--- src/rtl/serial_adder.sv ---
// Bit-serial adder: one full-adder cell and a carry flop, LSB-first, one bit per clock.
// Optional subtract support is built when SERIAL_ADDER_SUB_EN is defined.
module serial_adder #(
    parameter int unsigned WIDTH = 8
) (
    input  logic             clk,
    input  logic             rst,
    input  logic             start,
    input  logic [WIDTH-1:0] a,
    input  logic [WIDTH-1:0] b,
    input  logic             cin,
    input  logic             mode,
    output logic [WIDTH-1:0] sum,
    output logic             cout,
    output logic             ovf,
    output logic             busy,
    output logic             done
);

    localparam int unsigned CW = $clog2(WIDTH) + 1;

    typedef enum logic [1:0] {StIdle, StRun, StDone} state_e;

    state_e           state_q, state_d;
    logic [WIDTH-1:0] sa_q, sa_d;
    logic [WIDTH-1:0] sb_q, sb_d;
    logic [WIDTH-1:0] res_q, res_d;
    logic [WIDTH-1:0] sum_q, sum_d;
    logic [CW-1:0]    cnt_q, cnt_d;
    logic             carry_q, carry_d;
    logic             cout_q, cout_d;
    logic             ovf_q, ovf_d;

    logic [WIDTH-1:0] b_load;
    logic             c_load;
    logic             s_bit;
    logic             c_next;

`ifdef SERIAL_ADDER_SUB_EN
    // Subtract as a + ~b + 1; cin is not used in that mode.
    assign b_load = mode ? ~b : b;
    assign c_load = mode ? 1'b1 : cin;
`else
    logic unused_mode;
    assign unused_mode = mode;
    assign b_load      = b;
    assign c_load      = cin;
`endif

    assign s_bit  = sa_q[0] ^ sb_q[0] ^ carry_q;
    assign c_next = (sa_q[0] & sb_q[0]) | (sa_q[0] & carry_q) | (sb_q[0] & carry_q);

    always_comb begin
        state_d = state_q;
        sa_d    = sa_q;
        sb_d    = sb_q;
        res_d   = res_q;
        sum_d   = sum_q;
        cnt_d   = cnt_q;
        carry_d = carry_q;
        cout_d  = cout_q;
        ovf_d   = ovf_q;
        unique case (state_q)
            StIdle: begin
                if (start) begin
                    state_d = StRun;
                    sa_d    = a;
                    sb_d    = b_load;
                    carry_d = c_load;
                    cnt_d   = '0;
                end
            end
            StRun: begin
                res_d   = {s_bit, res_q[WIDTH-1:1]};
                sa_d    = sa_q >> 1;
                sb_d    = sb_q >> 1;
                carry_d = c_next;
                cnt_d   = cnt_q + CW'(1);
                if (cnt_q == CW'(WIDTH - 1)) begin
                    state_d = StDone;
                    sum_d   = {s_bit, res_q[WIDTH-1:1]};
                    cout_d  = c_next;
                    // Carry into the MSB is the carry held while the MSB is processed.
                    ovf_d   = carry_q ^ c_next;
                end
            end
            StDone: begin
                state_d = StIdle;
            end
            default: begin
                state_d = StIdle;
            end
        endcase
    end

    always_ff @(posedge clk or posedge rst) begin
        if (rst) begin
            state_q <= StIdle;
            sa_q    <= '0;
            sb_q    <= '0;
            res_q   <= '0;
            sum_q   <= '0;
            cnt_q   <= '0;
            carry_q <= 1'b0;
            cout_q  <= 1'b0;
            ovf_q   <= 1'b0;
        end else begin
            state_q <= state_d;
            sa_q    <= sa_d;
            sb_q    <= sb_d;
            res_q   <= res_d;
            sum_q   <= sum_d;
            cnt_q   <= cnt_d;
            carry_q <= carry_d;
            cout_q  <= cout_d;
            ovf_q   <= ovf_d;
        end
    end

    assign sum  = sum_q;
    assign cout = cout_q;
    assign ovf  = ovf_q;
    assign busy = (state_q != StIdle);
    assign done = (state_q == StDone);

endmodule

--- config.mk ---
export PLATFORM = sky130hd
export DESIGN_NAME = serial_adder
export DESIGN_NICKNAME = d
export VERILOG_FILES = /design/src/rtl/serial_adder.sv
export SDC_FILE = /design/constraint.sdc
export NUM_CORES = 1
export LEC_CHECK = 0
export ABC_AREA = 1
export BUFFER_PORTS_ARGS = -buffer_cell sky130_fd_sc_hd__buf_2
export CORE_MARGIN = 2
export CORE_UTILIZATION = 55
export DETAILED_ROUTE_END_ITERATION = 6
export PLACE_DENSITY_LB_ADDON = 0.2
export SYNTH_ARGS = -nofsm -noshare
export SYNTH_HDL_FRONTEND = slang
export SYNTH_SLANG_ARGS = --single-unit
--- constraint.sdc ---
create_clock -name clk -period 2.2 [get_ports clk]
set_input_delay 0.11 -clock clk [delete_from_list [all_inputs] [get_ports clk]]
set_output_delay 0.11 -clock clk [all_outputs]
set_load 0.1 [all_outputs]
==> metrics.txt <==
Slew Limit Headroom=53.9%; row count=20; Vias/cell=5.23; CTS Sinks=40; Clk network pwr share=between 10% and 20%; status=complete, but fails checks; area delta synth->final=15.5%; Storage cell area=1000 um2; Yosys reg bits=40; share of cells above drive strength 1=around 18%; Psw=1.66 mW; Worst Path Required=2.09 ns; Max Fclk=0.620 GHz; type of origin of the critical path=register; initial DRC count=50; worst reg2reg path depth=5; Starting Density=57.5%; Critical Path Fanout Max=16; Net count, final=260; drt wl/cell=12.2 um; Syn. warnings=0; reg2reg setup slack=0.68 ns; antenna violations before repair=0; Clock Skew=roughly 0.0055 ns; fin cells=281; chip width=60.3 um; WL final=3.44 mm; Multi-input gate area=661 um2; sw frac=52.2%; Cells after Synth=between 200 and 250; MaxCap Viol Count=0; Worst Tran Pin Value=0.690 ns; violated checks=negative hold slack; CTS tree=done; worst skew pair latency=0.35 ns; first-pass GRT wire length=6.02 mm; clk buf depth=2; largest net degree at the start of global routing=between 40 and 50; Tcrit/Tclk final=73.3%; Final ANT Viol Nets=0; CP endpoint=busy; post_cts resized=0; Design Power=around 3.2 mW; Post-DP HPWL=2.31 mm; crit path time final=1.61 ns; root buffer cell=clkbuf_4; Int Power=approximately 1.5 mW; crit path launch=state_q[1]$_DFFE_PP0P_; Crit Path Category=register to output pin; sequential element share of the synthesized area=57.5%; IO Count=33; CTS buffer count=5; VDD IR max=around 660 uV; Fillers=269; drt pass-1 iters=4; Avg Cell Area, Syn=8.62 um2; # diodes=0; Cell variety after synth=16; syn_nets=between 200 and 250; dominant cell type by area after synthesis=dfrtp_1; top cells by area, synth=dfrtp_1 58%, nand2_1 16%, nand3_1 16%; die area=3630 um2; worst path arrival time=1.50 ns; max-slew violation count=0; setup TNS=0 ns; reg2reg start=cnt_q[0]$_DFFE_PP0P_; H-tree Lvls=2; worst hold margin=-0.000723 ns; HP Class=input port to register; placed insts=270; register share of total power=38.9%; RSZ-0062 raised after global routing=false; DRC Markers=0; cell area after technology mapping=1740 um2; Static Leak=between 1 and 1.5 nW; Placeable Area=3030 um2; Yosys top cell area share=57.5%; number of buffers added on ports=31; clock slew at reported path FFs=0.11 ns; Hold Vio Cnt, Final=2; Critical R2R Capture=sum[6]$_DFFE_PP0P_; Tot GR Track Use=approximately 23%; Via Count=1,469; P per Cell Area=1580 nW/um2; GP Congestion=0.746; Die Span Y=between 60 and 70 um; combinational group share of total power=about half; grt ovf=0; Setup Viol. Count Final=0; CP Capture Type=output pin; Core Util, Final=around 66%; number of global-route vias before repair=~1.4k
-- worst max-delay path, stage by stage, from the launching register on --
cell	delay, ns
dfrtp_1	0.42
nor2_1	0.07
buf_4	0.19
inv_1	0.06
buf_2	0.41
-- cell type report --
cell class | instances | area share, %
Clock buffer | 6 | 2.05
Clock inverter | 1 | 0.249
Inverter | 6 | 1.12
Multi-Input combinational cell | 145 | 32.9
Sequential cell | 40 | 49.8
Tap cell | 44 | 2.74
Timing Repair Buffer | 39 | 11.2
-- cells by family (layout without fill, tap and decap cells) --
logic type	after synthesis	in the layout	synth area share, %
simple gates	137	137	34.0
flops	40	40	57.5
buf+inv	17	52	4.53
compound gates	5	5	1.58
fa+ha+maj	2	2	1.87
xor+xnor	1	1	0.503
-- worst min-delay path by stage --
stage	to	startpoint	depth (start not counted)
after floorplan	sa_q[7]$_DFFE_PP0P_	a[7]	2
after global placement	sum[5]$_DFFE_PP0P_	rst	3
after detailed placement	sum[5]$_DFFE_PP0P_	rst	3
after CTS	sb_q[6]$_DFFE_PP0P_	b[6]	3
after global routing	sa_q[5]$_DFFE_PP0P_	a[5]	3
final	sb_q[1]$_DFFE_PP0P_	b[1]	3
-- per-layer routing --
layer / vias to the layer above / track usage, % / routed length, um
met5: - / 0 / 0
met4: 0 / 10.5 / 52
met3: 7 / 4.98 / 191
met2: 43 / 38.8 / 1680
met1: 692 / 26.8 / 1520
li1: 727 / - / -
-- placed cells by master, fill, tap and decap left out --
| master | n |
|---|---|
| fa_1 | 1 |
| o21bai_1 | 1 |
| inv_1 | 6 |
| clkinv_2 | 1 |
| buf_2 | 31 |
| o21ai_0 | 4 |
| buf_4 | 4 |
| nor2_4 | 1 |
| nand3_1 | 54 |
| nor2_1 | 6 |
| clkbuf_4 | 5 |
| dlygate4sd3_1 | 4 |
| clkbuf_1 | 1 |
| dfrtp_1 | 40 |
| ha_1 | 1 |
| xor2_1 | 1 |
| nand2_1 | 75 |
| nand4_1 | 1 |
-- registers in the layout (all words and copies together), names as in the netlist --
signal	flops
res_q	7
sum	8
sa_q	8
carry_q	1
state_q	2
ovf	1
cout	1
cnt_q	4
sb_q	8
-- power groups by stage --
stage | clock, mW | combinational (mW) | sequential (mW)
finish | 0.350 | 1.59 | 1.24
global route | 0.380 | 1.75 | 1.28
CTS | 0.352 | 1.61 | 1.24
detailed placement | 0 | 1.60 | 1.25
global placement | 0 | 1.55 | 1.23
floorplan | 0 | 0.727 | 1.82
-- repair_timing --
action	in CTS	in global routing
endpoints found under the hold margin	43	0
hold buffers	4	0
setup buffers	0	0
-- synth_stat cells --
cell       n
o21ai_0    4
nor2_4     1
nand4_1    1
ha_1       1
buf_2      8
nand2_1   75
dfrtp_1   40
buf_4      1
clkbuf_2   1
fa_1       1
o21bai_1   1
clkbuf_1   1
nand3_1   54
xor2_1     1
inv_1      6
nor2_1     6
-- through the flow --
stage | setup WS [ns] | cell area, um2 | hold WS [ns]
after floorplan | 0.376 | 1740 | 0.220
after global placement | 0.734 | 1920 | 0.247
after detailed placement | 0.705 | 1920 | 0.257
after CTS | 0.583 | 2010 | 0.00190
after global routing | 0.500 | 2010 | 0.00759
final | 0.587 | 2010 | -0.000723
Power figures use the tool's default switching activity.
